`src/rtl/mem_op_collector.sv`:
```
`default_nettype none
// ============================================================================
// Module   : mem_op_collector
// Purpose  : Merges core requests and resend-queue entries into the memOp
//            queue, packs the 8 flush data words into two 128-bit write-data
//            beats, and diverts non-Address resend entries to the ring
//            message output.
// Revision : 1.0 - initial release
// ============================================================================
module mem_op_collector #(
  parameter logic [3:0] ADDRESS_TYPE = 4'd1,
  parameter bit         RESEND_FIRST = 1'b1
) (
  input  logic         clock,
  input  logic         reset,
  input  logic         reqEmpty,
  output logic         rdReq,
  input  logic [3:0]   reqSrc,
  input  logic [31:0]  reqData,
  input  logic         resendEmpty,
  output logic         rdResend,
  input  logic [39:0]  resendIn,
  input  logic         memOpQfull,
  output logic         wrMemOp,
  output logic [35:0]  memOpOut,
  input  logic         writeDataQfull,
  output logic         wrWriteData,
  output logic [127:0] writeDataOut,
  input  logic         msgFull,
  output logic         wrMsg,
  output logic [39:0]  msgOut
);

  typedef enum logic [0:0] {
    ST_IDLE    = 1'b0,
    ST_COLLECT = 1'b1
  } state_t;

  state_t       r_state;
  logic [2:0]   r_count;
  logic [3:0]   r_flushSrc;
  logic [95:0]  r_beat;         // lanes 0..2; lane 3 goes straight to the output
  logic         r_favourResend;

  logic w_idle;
  logic w_collect;
  logic w_resendIsAddr;
  logic w_resendCand;
  logic w_reqCand;
  logic w_grantResend;
  logic w_grantReq;
  logic w_laneLast;
  logic w_takeWord;

  // Candidate qualification and arbitration; pops are suppressed while in
  // reset so no upstream entry is consumed without being forwarded.
  assign w_idle         = (r_state == ST_IDLE);
  assign w_collect      = (r_state == ST_COLLECT);
  assign w_resendIsAddr = (resendIn[35:32] == ADDRESS_TYPE);
  assign w_resendCand   = !resendEmpty && (w_resendIsAddr ? !memOpQfull : !msgFull);
  assign w_reqCand      = !reqEmpty && !memOpQfull;
  assign w_grantResend  = reset && w_idle && w_resendCand && (!w_reqCand || r_favourResend);
  assign w_grantReq     = reset && w_idle && w_reqCand && !w_grantResend;
  assign w_laneLast     = (r_count[1:0] == 2'd3);
  // A word from a foreign source is never popped: the block stalls on it.
  assign w_takeWord     = reset && w_collect && !reqEmpty && (reqSrc == r_flushSrc)
                          && (!w_laneLast || !writeDataQfull);

  assign rdReq    = w_grantReq || w_takeWord;
  assign rdResend = w_grantResend;

  // Main FSM: registered push strobes/data, flush word collection, pointer.
  always_ff @(posedge clock) begin
    if (!reset) begin
      r_state        <= ST_IDLE;
      r_count        <= 3'd0;
      r_flushSrc     <= 4'd0;
      r_beat         <= 96'd0;
      r_favourResend <= RESEND_FIRST;
      wrMemOp        <= 1'b0;
      memOpOut       <= 36'd0;
      wrWriteData    <= 1'b0;
      writeDataOut   <= 128'd0;
      wrMsg          <= 1'b0;
      msgOut         <= 40'd0;
    end else begin
      wrMemOp     <= 1'b0;
      wrWriteData <= 1'b0;
      wrMsg       <= 1'b0;

      if (w_grantResend) begin
        r_favourResend <= ~r_favourResend;
        if (w_resendIsAddr) begin
          wrMemOp  <= 1'b1;
          memOpOut <= {resendIn[39:36], resendIn[31:0]};
        end else begin
          wrMsg  <= 1'b1;
          msgOut <= resendIn;
        end
      end

      if (w_grantReq) begin
        r_favourResend <= ~r_favourResend;
        wrMemOp        <= 1'b1;
        memOpOut       <= {reqSrc, reqData};
        if (!reqData[28]) begin
          r_state    <= ST_COLLECT;
          r_count    <= 3'd0;
          r_flushSrc <= reqSrc;
        end
      end

      if (w_takeWord) begin
        r_count <= r_count + 3'd1;
        case (r_count[1:0])
          2'd0: r_beat[31:0]  <= reqData;
          2'd1: r_beat[63:32] <= reqData;
          2'd2: r_beat[95:64] <= reqData;
          default: begin
            wrWriteData  <= 1'b1;
            writeDataOut <= {reqData, r_beat};
          end
        endcase
        if (r_count == 3'd7) begin
          r_state        <= ST_IDLE;
          r_favourResend <= 1'b1;
        end
      end
    end
  end

endmodule
`default_nettype wire
```
`config.mk`:
```
export PLATFORM = sky130hd
export DESIGN_NAME = mem_op_collector
export DESIGN_NICKNAME = d
export VERILOG_FILES = /design/src/rtl/mem_op_collector.sv
export SDC_FILE = /design/constraint.sdc
export NUM_CORES = 1
export LEC_CHECK = 0
export CAP_MARGIN = 30
export CORE_ASPECT_RATIO = 1.5
export CORE_MARGIN = 2
export CORE_UTILIZATION = 50
export DETAILED_ROUTE_END_ITERATION = 8
export GPL_TIMING_DRIVEN = 0
export PLACE_DENSITY_LB_ADDON = 0.3
export SLEW_MARGIN = 20
export SYNTH_ARGS = -nofsm -noshare
export SYNTH_HDL_FRONTEND = slang
export SYNTH_SLANG_ARGS = --single-unit
```
`constraint.sdc`:
```
create_clock -name clock -period 4.3 [get_ports clock]
set_clock_uncertainty 0.2 [all_clocks]
set_input_delay 1.075 -clock clock [delete_from_list [all_inputs] [get_ports clock]]
set_output_delay 1.075 -clock clock [all_outputs]
set_load 0.01 [all_outputs]
```
Yosys cells after proc, flatten, opt, wreduce, memory -nomap -nowiden

Cells that the tools add are included.
Widths: inputs -> output; s select.

Add/subtract/negate cells: 1
Equal/unequal tests: 7
Mux-type cells: 20
Bitwise gates (word level): 5
Reductions and logical operators: 37

Operators with widths:

| operator            | count |
|---|---|
| $mux 36             | 3 |
| $reduce_and 2->1    | 10 |
| $mux 1              | 14 |
| $logic_and 1x1->1   | 11 |
| $mux 3              | 3 |
| $logic_not 1->1     | 8 |
| $reduce_bool 2->1   | 3 |
| $not 1->1           | 5 |
| $eq 2x2->1 const B  | 2 |
| $eq 4x1->1 const B  | 1 |
| $eq 4x4->1          | 1 |
| $add 3x1->3 const B | 1 |
| $eq 3x3->1 const B  | 1 |
| $logic_or 1x1->1    | 3 |
| $reduce_or 3->1     | 1 |
| $eq 2x1->1 const B  | 1 |
| $logic_not 2->1     | 1 |
| $ne 2x1->1 const B  | 1 |

Register bits: 312
Output and inout bits: 209
Logic and storage cells: 83

Longest topological paths before layout

Depth in word-level cells: 10
Mapped depth: 8

Worst setup path after synthesis

No wires, ideal clock.

Kind: in2out
From: in resendIn[33]
To: out rdResend
Arrival: 2.677 ns
Setup slack: 0.348 ns
Cell stages on the path: 5
Buffers on the path: 2
Cells stage by stage: or4b_1 -> buf_2 -> a2111o_1 -> clkbuf_1 -> a21oi_1

Longest elaborated chain between the ends: 5

RTL lines:

| what                           | line | text |
|---|---|---|
| from (decl)                    | 22   | `input logic [39:0] resendIn,` |
| $eq 4x1->1                     | 59   | `assign w_resendIsAddr = (resendIn[35:32] == ADDRESS_TYPE);` |
| $mux 1                         | 60   | `assign w_resendCand = !resendEmpty && (w_resendIsAddr ? !memOpQfull : !msgFull);` |
| $logic_and 1x1->1              | 60   |  |
| $logic_and 1x1->1 (2 in a row) | 62   | `assign w_grantResend = reset && w_idle && w_resendCand && (!w_reqCand \|\| r_favourResend);` |
| to (decl)                      | 21   | `output logic rdResend,` |

No other way between the ends.

Final worst setup path

From: in resendIn[33]
To: out rdReq

Longest elaborated chain between the ends: 8

RTL lines:

| what                           | line | text |
|---|---|---|
| $eq 4x1->1                     | 59   |  |
| $mux 1                         | 60   |  |
| $logic_and 1x1->1              | 60   |  |
| $logic_and 1x1->1 (2 in a row) | 62   |  |
| $logic_not 1->1                | 63   | `assign w_grantReq = reset && w_idle && w_reqCand && !w_grantResend;` |
| $logic_and 1x1->1              | 63   |  |
| $logic_or 1x1->1               | 69   | `assign rdReq = w_grantReq \|\| w_takeWord;` |
| to (decl)                      | 17   | `output logic rdReq,` |

No other way between the ends.

==> impl_summary.txt <==
----------------------------------------------------
[Outcome]
  Run status ... finished, final reports clean

[Routing]
  Router iterations before antenna repair ... 4
  Remaining antenna violation count ... 0
  Via count ... slightly below 10000
  Routed WL ... ~35 mm
  DR WL/cell ... 18.4 um
  Ratio of routed vias to standard cells ... 5.25
  Number of DRC violations after detailed-routing iteration 0 ... 352
  Post-route DRC violation count ... 0

[Critical path]
  Startpoint types ... input pin
  Arrival time of the worst setup path ... just under 3 ns
  Worst reg2reg endpoint ... writeDataOut[17]$_SDFFE_PN0P_
  Reg-to-reg setup timing slack ... between 1 and 1.5 ns
  Critical path capture point type ... output port
  Worst-path fanout max ... 4
  Required time worst endpoint ... between 3 and 4 ns
  WS Path Type ... input pin to output port
  Number of cells on the worst reg-to-reg path ... 8
  Worst r2r src ... r_count[0]$_SDFFE_PN0P_

[Placement]
  Number of buffers inserted by port buffering ... between 200 and 300
  Estimated wirelength of the detail-placed design ... 26.9 mm
  Post-detailed-placement cell area ... about 0.015 mm2
  Final weighted congestion in routability-driven placement ... around 0.9

[Synthesis]
  Cell area after technology mapping ... 0.0120 mm2
  Leading cell types by total area after synthesis ... dfxtp_1 (52%), mux2i_1 (20%), nand2_1 (11%)
  Cell count after synthesis ... 1232
  Syn. warnings ... 0
  Mapped Nets ... 1320
  Yosys reg bits ... roughly 310
  Synth async-reset ratio ... 0%
  EDFF count, synth ... 0
  Syn_area_per_cell ... 9.76 um2
  Post-synth top area share ... between 50% and 60%
  Part of the Yosys area used for sequential elements ... between 50% and 60%
  Synth cell types ... 42
  Most used DFF post-synth ... dfxtp_1
  Most area-hungry cell type in the Yosys netlist ... dfxtp_1

[Layout]
  Share of cells above drive strength 1 ... under 10%
  Final std cell area, no fill ... about 0.016 mm2
  Area grow syn2layout ... 36.2%
  Share of the core filled with cells in the final layout ... slightly below 70%
  Diodes inserted ... 0
  Fillers ... 1885
  Final net count ... approximately 1600

[GRT]
  First-pass GRT wire length ... about 55 mm
  Overall overflow remaining after global route ... 0
  GRT Util Overall ... a little over a quarter
  Initial antenna violation count ... 0
  Largest net degree at the start of global routing ... 20
  Vias in the first global route ... 10300

[Timing]
  Slew Limit Headroom ... about 43%
  Final setup vio count ... 0
  Final critical path time including I/O delays and setup ... approximately 4.2 ns
  Count of final max-slew check failures ... 0
  Achievable Freq ... approximately 0.24 GHz
  RSZ-0062 raised after global routing ... false
  Period Utilization, post-route ... 97.9%
  Worst slack on hold paths ... ~0.25 ns
  Slew of the pin with the lowest slew margin ... between 0.8 and 0.9 ns
  Count of endpoints failing hold in the final timing report ... 0

[Die]
  Die area ... approximately 0.025 mm2
  Die X ... ~130 um
  Num ports ... about 290
  Vert. Die Dim ... ~190 um
  Area of the placeable core ... roughly 0.024 mm2
  Number of core rows ... 69
  Starting density of the core ... between 50% and 60%

[Hold path]
  Hold path endpoint ... msgOut[12]$_SDFFE_PN0P_
  Number of cells on the worst hold path ... 2
  HP Class ... register to register
  Worst hold start ... msgOut[12]$_SDFFE_PN0P_

[Clock tree]
  Sink Count ... approximately 310
  Clock insertion delay at the later pin of the skew report ... between 0.5 and 0.6 ns
  Buffer type at the clock tree root ... clkbuf_16
  Clock transition at the registers of the reported paths ... approximately 0.06 ns
  CTS tree ... yes
  Hold-fix buffer count after cts ... 0
  CTS HTree Levels ... 1
  Number of buffers inserted during clock tree synthesis ... 28
  Number of buffers on the longest clock path ... 3

[Pwr]
  PnR Total Power ... 0.00605 W
  Leakage power total ... 6.78 nW
  Power density relative to cell area ... 370 mW/mm2
  Worst-case vdd ir drop ... roughly 330 uV

[Flow run]
  Max-capacitance violation count ... 0

----------------------------------------------------
-- kinds of logic after synthesis --
family | share of synthesized area, %
AO/OA/AOI/OAI | 8.31
XOR/XNOR | 0.291
adder cells (fa/ha/maj) | 0.520
buffers and inverters | 3.49
flip-flops | 52.0
multiplexers | 21.7
AND/OR/NAND/NOR | 13.8
-- worst max-delay path, stage by stage --
cell,delay (ns)
dlygate4sd2_1,0.28
or4b_4,0.54
buf_4,0.18
a2111oi_4,0.39
buf_6,0.15
o21ai_0,0.08
clkdlybuf4s15_2,0.24
-- layout by cell type, fill, tap and decap left out, drive strengths merged, types with 2 or more instances in the layout --
cell type,n
a2111oi,2
a211oi,3
a21boi,19
a21oi,59
a22oi,3
and2,4
buf,44
bufinv,4
clkbuf,89
clkdlybuf4s50,285
clkinv,6
clkinvlp,2
dfxtp,312
dlygate4sd2,3
ha,5
inv,8
mux2,17
mux2i,241
nand2,369
nand2b,2
nand3,12
nor2,23
nor4b,3
o211ai,19
o21ai,5
o221a,20
or4b,2
xor2,4
-- Yosys cell counts (2+ instances only) --
library cell and instances:
a22oi_1 3, nor2_1 23, nand3_1 12, nand2b_1 2, and2_1 4, mux2i_1 241, buf_1 16, a21boi_1 4
clkbuf_1 53, a21oi_1 59, o21ai_0 5, nand2_1 368, mux2_1 15, nor4b_1 2, o221a_2 20, ha_1 5
buf_6 2, mux2_2 2, xor2_1 4, a2111oi_4 2, buf_4 3, inv_2 2, inv_1 6, dfxtp_1 312
a21boi_0 15, buf_2 17, a211oi_1 2, o211ai_1 19
-- worst max-delay path by stage --
stage	start	to	slack, ns	depth (start not counted)
final	resendIn[33]	rdReq	0.09	7
after global routing	reqSrc[2]	rdReq	0.02	6
after CTS	resendIn[32]	rdReq	0.003	7
after detailed placement	resendIn[33]	rdResend	-0.80	7
after global placement	resendIn[33]	rdResend	-0.79	7
after floorplan	resendIn[33]	rdResend	0.35	5
-- registers in the layout (all words and copies together) (netlist names) --
name / count
wrMsg: 1
r_state: 1
memOpOut: 36
r_count: 3
r_flushSrc: 4
msgOut: 40
r_beat: 96
r_favourResend: 1
wrMemOp: 1
writeDataOut: 128
wrWriteData: 1
-- layer usage --
layer  vias up  GRT usage [%]  share of wire, %
met2       300           49.6                52
li1       4834              -                 -
met1      4733           31.0                38
met4         0           10.6               4.0
met5         -              0                 0
met3        78           5.41               5.5
-- power by group --
| group | switching, W | total [W] | internal (W) |
|---|---|---|---|
| Clock | 0.00108 | 0.00266 | 0.00158 |
| Combinational | 0.000244 | 0.000444 | 0.000199 |
| Sequential | 0.0000213 | 0.00295 | 0.00293 |
| Total | 0.00135 | 0.00605 | 0.00470 |
-- repair_timing --
action,4_1_cts,5_1_grt
resized for setup,16,2
endpoints found under the setup margin,2,1
setup buffers,3,2
pin swaps,2,1
gates cloned,0,0
-- cell type report --
class	instances	area, um2	share of cell area [%]
clock buffers	39	823	5.03
plain buffers	88	384	2.35
well taps	319	399	2.44
inverters	8	30.0	0.183
repair buffers	296	2950	18.0
multi-input cells	821	5370	32.8
flip-flops and latches	312	6250	38.2
clock inverters	12	169	1.03
-- metrics by stage --
stage | worst slack [ns] | std cells | setup TNS, ns
3_5_place_dp | -0.797 | 1842 | -1.55
6_report | 0.0894 | 1895 | 0
5_1_grt | 0.0239 | 1895 | 0
4_1_cts | 0.00275 | 1893 | 0
3_3_place_gp | -0.785 | 1842 | -1.51
2_1_floorplan | 0.348 | 1232 | 0
(Power assumes the default switching activity.)
